--- config.mk ---
export PLATFORM = sky130hd
export DESIGN_NAME = data_mem_responder
export DESIGN_NICKNAME = d
export VERILOG_FILES = /design/src/rtl/data_mem_responder.sv
export SDC_FILE = /design/constraint.sdc
export NUM_CORES = 1
export LEC_CHECK = 0
export BUFFER_PORTS_ARGS = -buffer_cell sky130_fd_sc_hd__buf_2
export CORE_ASPECT_RATIO = 1.2
export CORE_UTILIZATION = 65
export CTS_CLUSTER_SIZE = 30
export DETAILED_ROUTE_END_ITERATION = 8
export GPL_TIMING_DRIVEN = 0
export PLACE_DENSITY = 0.86
export RECOVER_POWER = 25
export SYNTH_ARGS = -nofsm -noshare
export SYNTH_HDL_FRONTEND = slang
export SYNTH_SLANG_ARGS = --single-unit
export TNS_END_PERCENT = 1
--- constraint.sdc ---
create_clock -name clk -period 8.1 [get_ports clk]
set_clock_uncertainty 0.2 [all_clocks]
set_input_delay 1.62 -clock clk [delete_from_list [all_inputs] [get_ports clk]]
set_output_delay 1.62 -clock clk [all_outputs]
set_load 0.01 [all_outputs]
--- src/rtl/data_mem_responder.sv ---
// data_mem_responder: word-addressed 32-bit data memory behind a valid/ready
// request/response handshake, with a fixed number of wait states before commit.
// Optional build macro: DMEM_RANGE_CHECK_EN -- requests with req_addr >= DEPTH
// are flagged with rsp_err and do not touch memory; without it the address
// wraps modulo DEPTH and rsp_err is tied low.
//
// state | meaning
// IDLE  | ready to accept a request
// WAIT  | request captured, wait counter running down
// RESP  | response presented, holding until rsp_ready

module data_mem_responder #(
   parameter int DEPTH       = 8,
   parameter int WAIT_CYCLES = 2
) (
   input  logic        clk,
   input  logic        reset,
   input  logic        req_valid,
   output logic        req_ready,
   input  logic        req_we,
   input  logic [31:0] req_addr,
   input  logic [31:0] req_wdata,
   output logic        rsp_valid,
   input  logic        rsp_ready,
   output logic [31:0] rsp_rdata,
   output logic        rsp_err,
   output logic        busy,
   output logic [15:0] txn_count
);

   localparam int         AW        = $clog2(DEPTH);
   localparam logic [3:0] WAIT_LOAD = (WAIT_CYCLES > 0) ? 4'(WAIT_CYCLES - 1) : 4'd0;

   typedef enum logic [1:0] {
      IDLE = 2'd0,
      WAIT = 2'd1,
      RESP = 2'd2
   } state_t;

   state_t        state_q, state_d;
   logic [3:0]    wcnt_q, wcnt_d;
   logic          rdy_q;
   logic          cap_we_q;
   logic [31:0]   cap_addr_q;
   logic [31:0]   cap_wdata_q;
   logic [31:0]   mem [DEPTH];
   logic          accept;
   logic          commit;
   logic          handshake;
   logic          cur_we;
   logic [31:0]   cur_addr;
   logic [31:0]   cur_wdata;
   logic [AW-1:0] idx;
   logic          addr_ok;

   // With zero wait states the commit happens on the acceptance edge itself,
   // so the live request fields are used while still in IDLE.
   assign cur_we    = (state_q == IDLE) ? req_we    : cap_we_q;
   assign cur_addr  = (state_q == IDLE) ? req_addr  : cap_addr_q;
   assign cur_wdata = (state_q == IDLE) ? req_wdata : cap_wdata_q;
   assign idx       = cur_addr[AW-1:0];

`ifdef DMEM_RANGE_CHECK_EN
   assign addr_ok = (cur_addr < 32'(DEPTH));
`else
   assign addr_ok = 1'b1;
   logic unused_addr_hi;
   assign unused_addr_hi = &{1'b0, cur_addr[31:AW]};
`endif

   // rdy_q keeps req_ready low through reset and for the rest of that cycle.
   assign req_ready = (state_q == IDLE) && rdy_q;
   assign busy      = (state_q != IDLE);

   // Next-state logic and per-cycle strobes.
   always_comb begin
      state_d   = state_q;
      wcnt_d    = wcnt_q;
      accept    = 1'b0;
      commit    = 1'b0;
      handshake = 1'b0;
      case (state_q)
         IDLE: begin
            if (req_valid && rdy_q) begin
               accept = 1'b1;
               if (WAIT_CYCLES == 0) begin
                  state_d = RESP;
                  commit  = 1'b1;
               end else begin
                  state_d = WAIT;
                  wcnt_d  = WAIT_LOAD;
               end
            end
         end
         WAIT: begin
            if (wcnt_q == 4'd0) begin
               state_d = RESP;
               commit  = 1'b1;
            end else begin
               wcnt_d = wcnt_q - 4'd1;
            end
         end
         RESP: begin
            if (rsp_ready) begin
               handshake = 1'b1;
               state_d   = IDLE;
            end
         end
         default: state_d = IDLE;
      endcase
   end

   // State register, wait counter and post-reset ready enable.
   always_ff @(posedge clk or negedge reset) begin
      if (!reset) begin
         state_q <= IDLE;
         wcnt_q  <= 4'd0;
         rdy_q   <= 1'b0;
      end else begin
         state_q <= state_d;
         wcnt_q  <= wcnt_d;
         rdy_q   <= 1'b1;
      end
   end

   // Capture the request so later input changes cannot disturb it.
   always_ff @(posedge clk or negedge reset) begin
      if (!reset) begin
         cap_we_q    <= 1'b0;
         cap_addr_q  <= 32'd0;
         cap_wdata_q <= 32'd0;
      end else if (accept) begin
         cap_we_q    <= req_we;
         cap_addr_q  <= req_addr;
         cap_wdata_q <= req_wdata;
      end
   end

   // Storage array; intentionally not reset so contents survive a reset.
   always_ff @(posedge clk) begin
      if (commit && cur_we && addr_ok) begin
         mem[idx] <= cur_wdata;
      end
   end

   // Response data/valid and saturating handshake counter.
   always_ff @(posedge clk or negedge reset) begin
      if (!reset) begin
         rsp_valid <= 1'b0;
         rsp_rdata <= 32'd0;
         txn_count <= 16'd0;
      end else if (commit) begin
         rsp_valid <= 1'b1;
         rsp_rdata <= (!cur_we && addr_ok) ? mem[idx] : 32'd0;
      end else if (handshake) begin
         rsp_valid <= 1'b0;
         rsp_rdata <= 32'd0;
         if (txn_count != 16'hFFFF) begin
            txn_count <= txn_count + 16'd1;
         end
      end
   end

`ifdef DMEM_RANGE_CHECK_EN
   // Error flag follows the same commit/handshake timing as the data.
   always_ff @(posedge clk or negedge reset) begin
      if (!reset) begin
         rsp_err <= 1'b0;
      end else if (commit) begin
         rsp_err <= ~addr_ok;
      end else if (handshake) begin
         rsp_err <= 1'b0;
      end
   end
`else
   assign rsp_err = 1'b0;
`endif

endmodule
==> metrics.yaml <==
yosys:
  syn_nets: 1161
  ys_top_cells_by_area: "edfxtp_1, dfrtp_1, mux2i_1"
  synth.distinct_cells: 53
  synth.cell_area_um2: 15600
  synthCells: 1089
  yosysMostFrequentCell: "edfxtp_1"
  synth.avg_cell_area_um2: 14.3
  synth_seq_cells: 348
  ys_async_sr_fraction_pct: 26.4
  synth_edf_count: 256
  synth_common_cells: "edfxtp_1, mux2i_1, nand2_1"
  synth_top_area_share_pct: 49.3
  yosysTopAreaCell: "edfxtp_1"
  synthFlopType: "edfxtp_1"
  ys_warn_count: 0
  seq_area_frac_synth_pct: 64.1
setup_path:
  crit_required_ns: 6.28
  critPathKind: "reg2out"
  crit_path_max_fanout: 10
  start_kind: "flip-flop"
  worstRegToRegCells: 6
  critPathCaptureType: "output port"
  cp.arrival_ns: 3.31
power:
  p_comb_share_pct: 37.3
  power_leakage_nw: 7.10
  switchingPower_mw: 2.41
  clkPwrFrac_pct: 24.0
  intPower_mw: 4.10
  switching_share_pct: 37.0
  p_seq_share_pct: 38.6
  ir_drop_v: 0.000266
  pwr_density_cell_nw_per_um2: 367
clock_network:
  clk_path_buf_depth: 3
  cts-resized-gates: 0
  cts.clk_slew.worst_paths_ns: 0.06
  root_buffer: "clkbuf_16"
  cts_made_buffers: 35
  cts_tree: "done"
  clock_latency_ns: 0.52
  cts-htree-levels: 2
  cts_sinks: 348
  post_cts_buffers: 0
  cts_hold_buffers: 0
status:
  violations: "capacitance limit, slew limit"
  status: "finished with violations"
routing:
  drc: 0
  ant_nets: 0
  wl_um: 41100
  drt_iter0_markers: 1014
  via_per_inst: 6.61
  routedWlPerCell_um: 26.3
  first_pass_iters: 6
  vias: 10300
grt:
  grt_max_degree: 59
  grt_pass1_vias: 10800
  grt_use_total_pct: 34.7
  grt_overflow: 0
  grt_pass1_wl_um: 61300
  antenna_found_initial: 0
die:
  die-area_um2: 24600
  initial_utilization_pct: 66.7
  die-width_um: 143
  core_area_um2: 23400
  std_cell_rows: 61
  die_y_um: 172
  ios: 121
timing:
  tightest_slew_ns: 3.55
  finalHoldViolations: 0
  setup-violations-final: 0
  maxSlewViolCount: 58
  post-route-min-period_ns: 5.13
  fmax_ghz: 0.195
  relSlewSlack_pct: -136
  rsz0062_at_grt: "false"
  finalSetupTns_ns: 0
  finalCritPeriodShare_pct: 63.3
placement:
  place_congestion: 0.806
  port_buffers: 90
  hpwl_um: 25600
  placed_cells: 1503
final_layout:
  area.growth.synth_to_final_pct: 13.9
  finalNonFillerCells: 1564
  final_nets: 1297
  drive_above_1_share_pct: 20.5
  antenna_cells: 0
hold_path:
  min_path_type: "reg2reg"
  hold_depth: 2
flow_run:
  cap_violations: 1
state kept, by name, indices dropped and copies added (netlist names):
register	count
state_q	2
cap_we_q	1
wcnt_q	4
mem	256
rdy_q	1
cap_addr_q	3
cap_wdata_q	32
txn_count	16
rsp_rdata	32
rsp_valid	1
logic make-up after synthesis:
group | after synthesis | share of synthesized area (%)
other | 2 | 0.0482
xor gates and xnor gates | 15 | 0.843
and+or+nand+nor | 260 | 8.33
AOI/OAI and AO/OA | 150 | 8.08
buffers and inverters | 83 | 3.42
adders and majority gates | 3 | 0.241
muxes | 228 | 14.9
DFF | 348 | 64.1
per-layer routing:
layer  vias up  GRT usage (%)  share of wire, %
li1       4439              -                 -
met1      5065           41.3                35
met2       664           58.9                50
met3       163           7.68               9.8
met4         0           18.7               4.8
met5         -              0                 0
power groups by stage:
| stage | Combinational (mW) | Clock [mW] | Sequential [mW] |
|---|---|---|---|
| detailed placement | 2.37 | 0 | 2.55 |
| global route | 2.56 | 1.65 | 2.53 |
| floorplan | 1.55 | 0 | 2.54 |
| CTS | 2.40 | 1.57 | 2.51 |
| finish | 2.43 | 1.57 | 2.52 |
| global placement | 2.26 | 0 | 2.54 |
layout make-up:
type / count / area (µm²)
inverters: 8 / 30.0
clock inverters: 12 / 78.8
plain buffers: 75 / 492
clock buffers: 49 / 1020
repair buffers: 99 / 643
well taps: 315 / 394
fillers: 1421 / 5610
multi-input cells: 658 / 5090
flip-flops and latches: 348 / 9990
per-stage QoR:
step,setup WS (ns),hold WS [ns],cell area [µm²],util (%),total power [mW]
after global routing,2.85,0.302,17700,76.0,6.74
final,2.97,0.270,17700,76.0,6.51
after global placement,1.64,0.260,16400,70.3,4.79
after detailed placement,3.52,0.263,16700,71.4,4.92
after CTS,3.75,0.277,17800,76.1,6.49
after floorplan,3.42,0.279,15600,-,4.09
worst paths after layout:
path / endpoint / slack [ns] / start
worst max-delay path: req_ready / 2.97 / state_q[1]
worst min-delay path: rsp_rdata[2] / 0.27 / rsp_rdata[2]
worst max register to register: mem[1][17] / 4.08 / state_q[1]
worst min register to register: rsp_rdata[2] / 0.27 / rsp_rdata[2]
max in group asynchronous: rsp_rdata[28] / 3.58 / reset
min in group asynchronous: cap_wdata_q[6] / 2.10 / reset
worst max-delay path: stages, from the launching register on:
cell,delay [ns]
dfrtp_1,0.44
nor2_1,0.54
clkbuf_1,0.74
clkbuf_1,0.70
and2_1,0.22
buf_2,0.13
cells in the final DEF (no fill, tap or decap), types with 2 or more instances in the layout:
cell       instances
clkbuf_8          11
clkinv_1           7
nor4_1             5
clkbuf_1          40
xor2_1            11
and3_1            63
nor2_4             8
nor2_1             6
clkinv_2           3
o221ai_2          13
clkbuf_16         38
and3_2             5
mux2i_1          193
buf_12             7
nand3_1           11
ha_1               3
nor3_1             3
o31ai_1           32
nand4_1            2
nor4b_1            2
nand2_1          139
xnor2_1            4
dfrtp_1           92
a211oi_1          65
buf_6             10
buf_16             2
o21ai_0            6
mux2_2            35
edfxtp_1         256
buf_2            108
buf_4              4
nand3b_1           2
and2_1             2
a31oi_4            2
o221ai_1          19
a31oi_2            2
conb_1             2
or3b_1             2
a21oi_1            8
inv_1              7
Power figures use the tool's default switching activity.
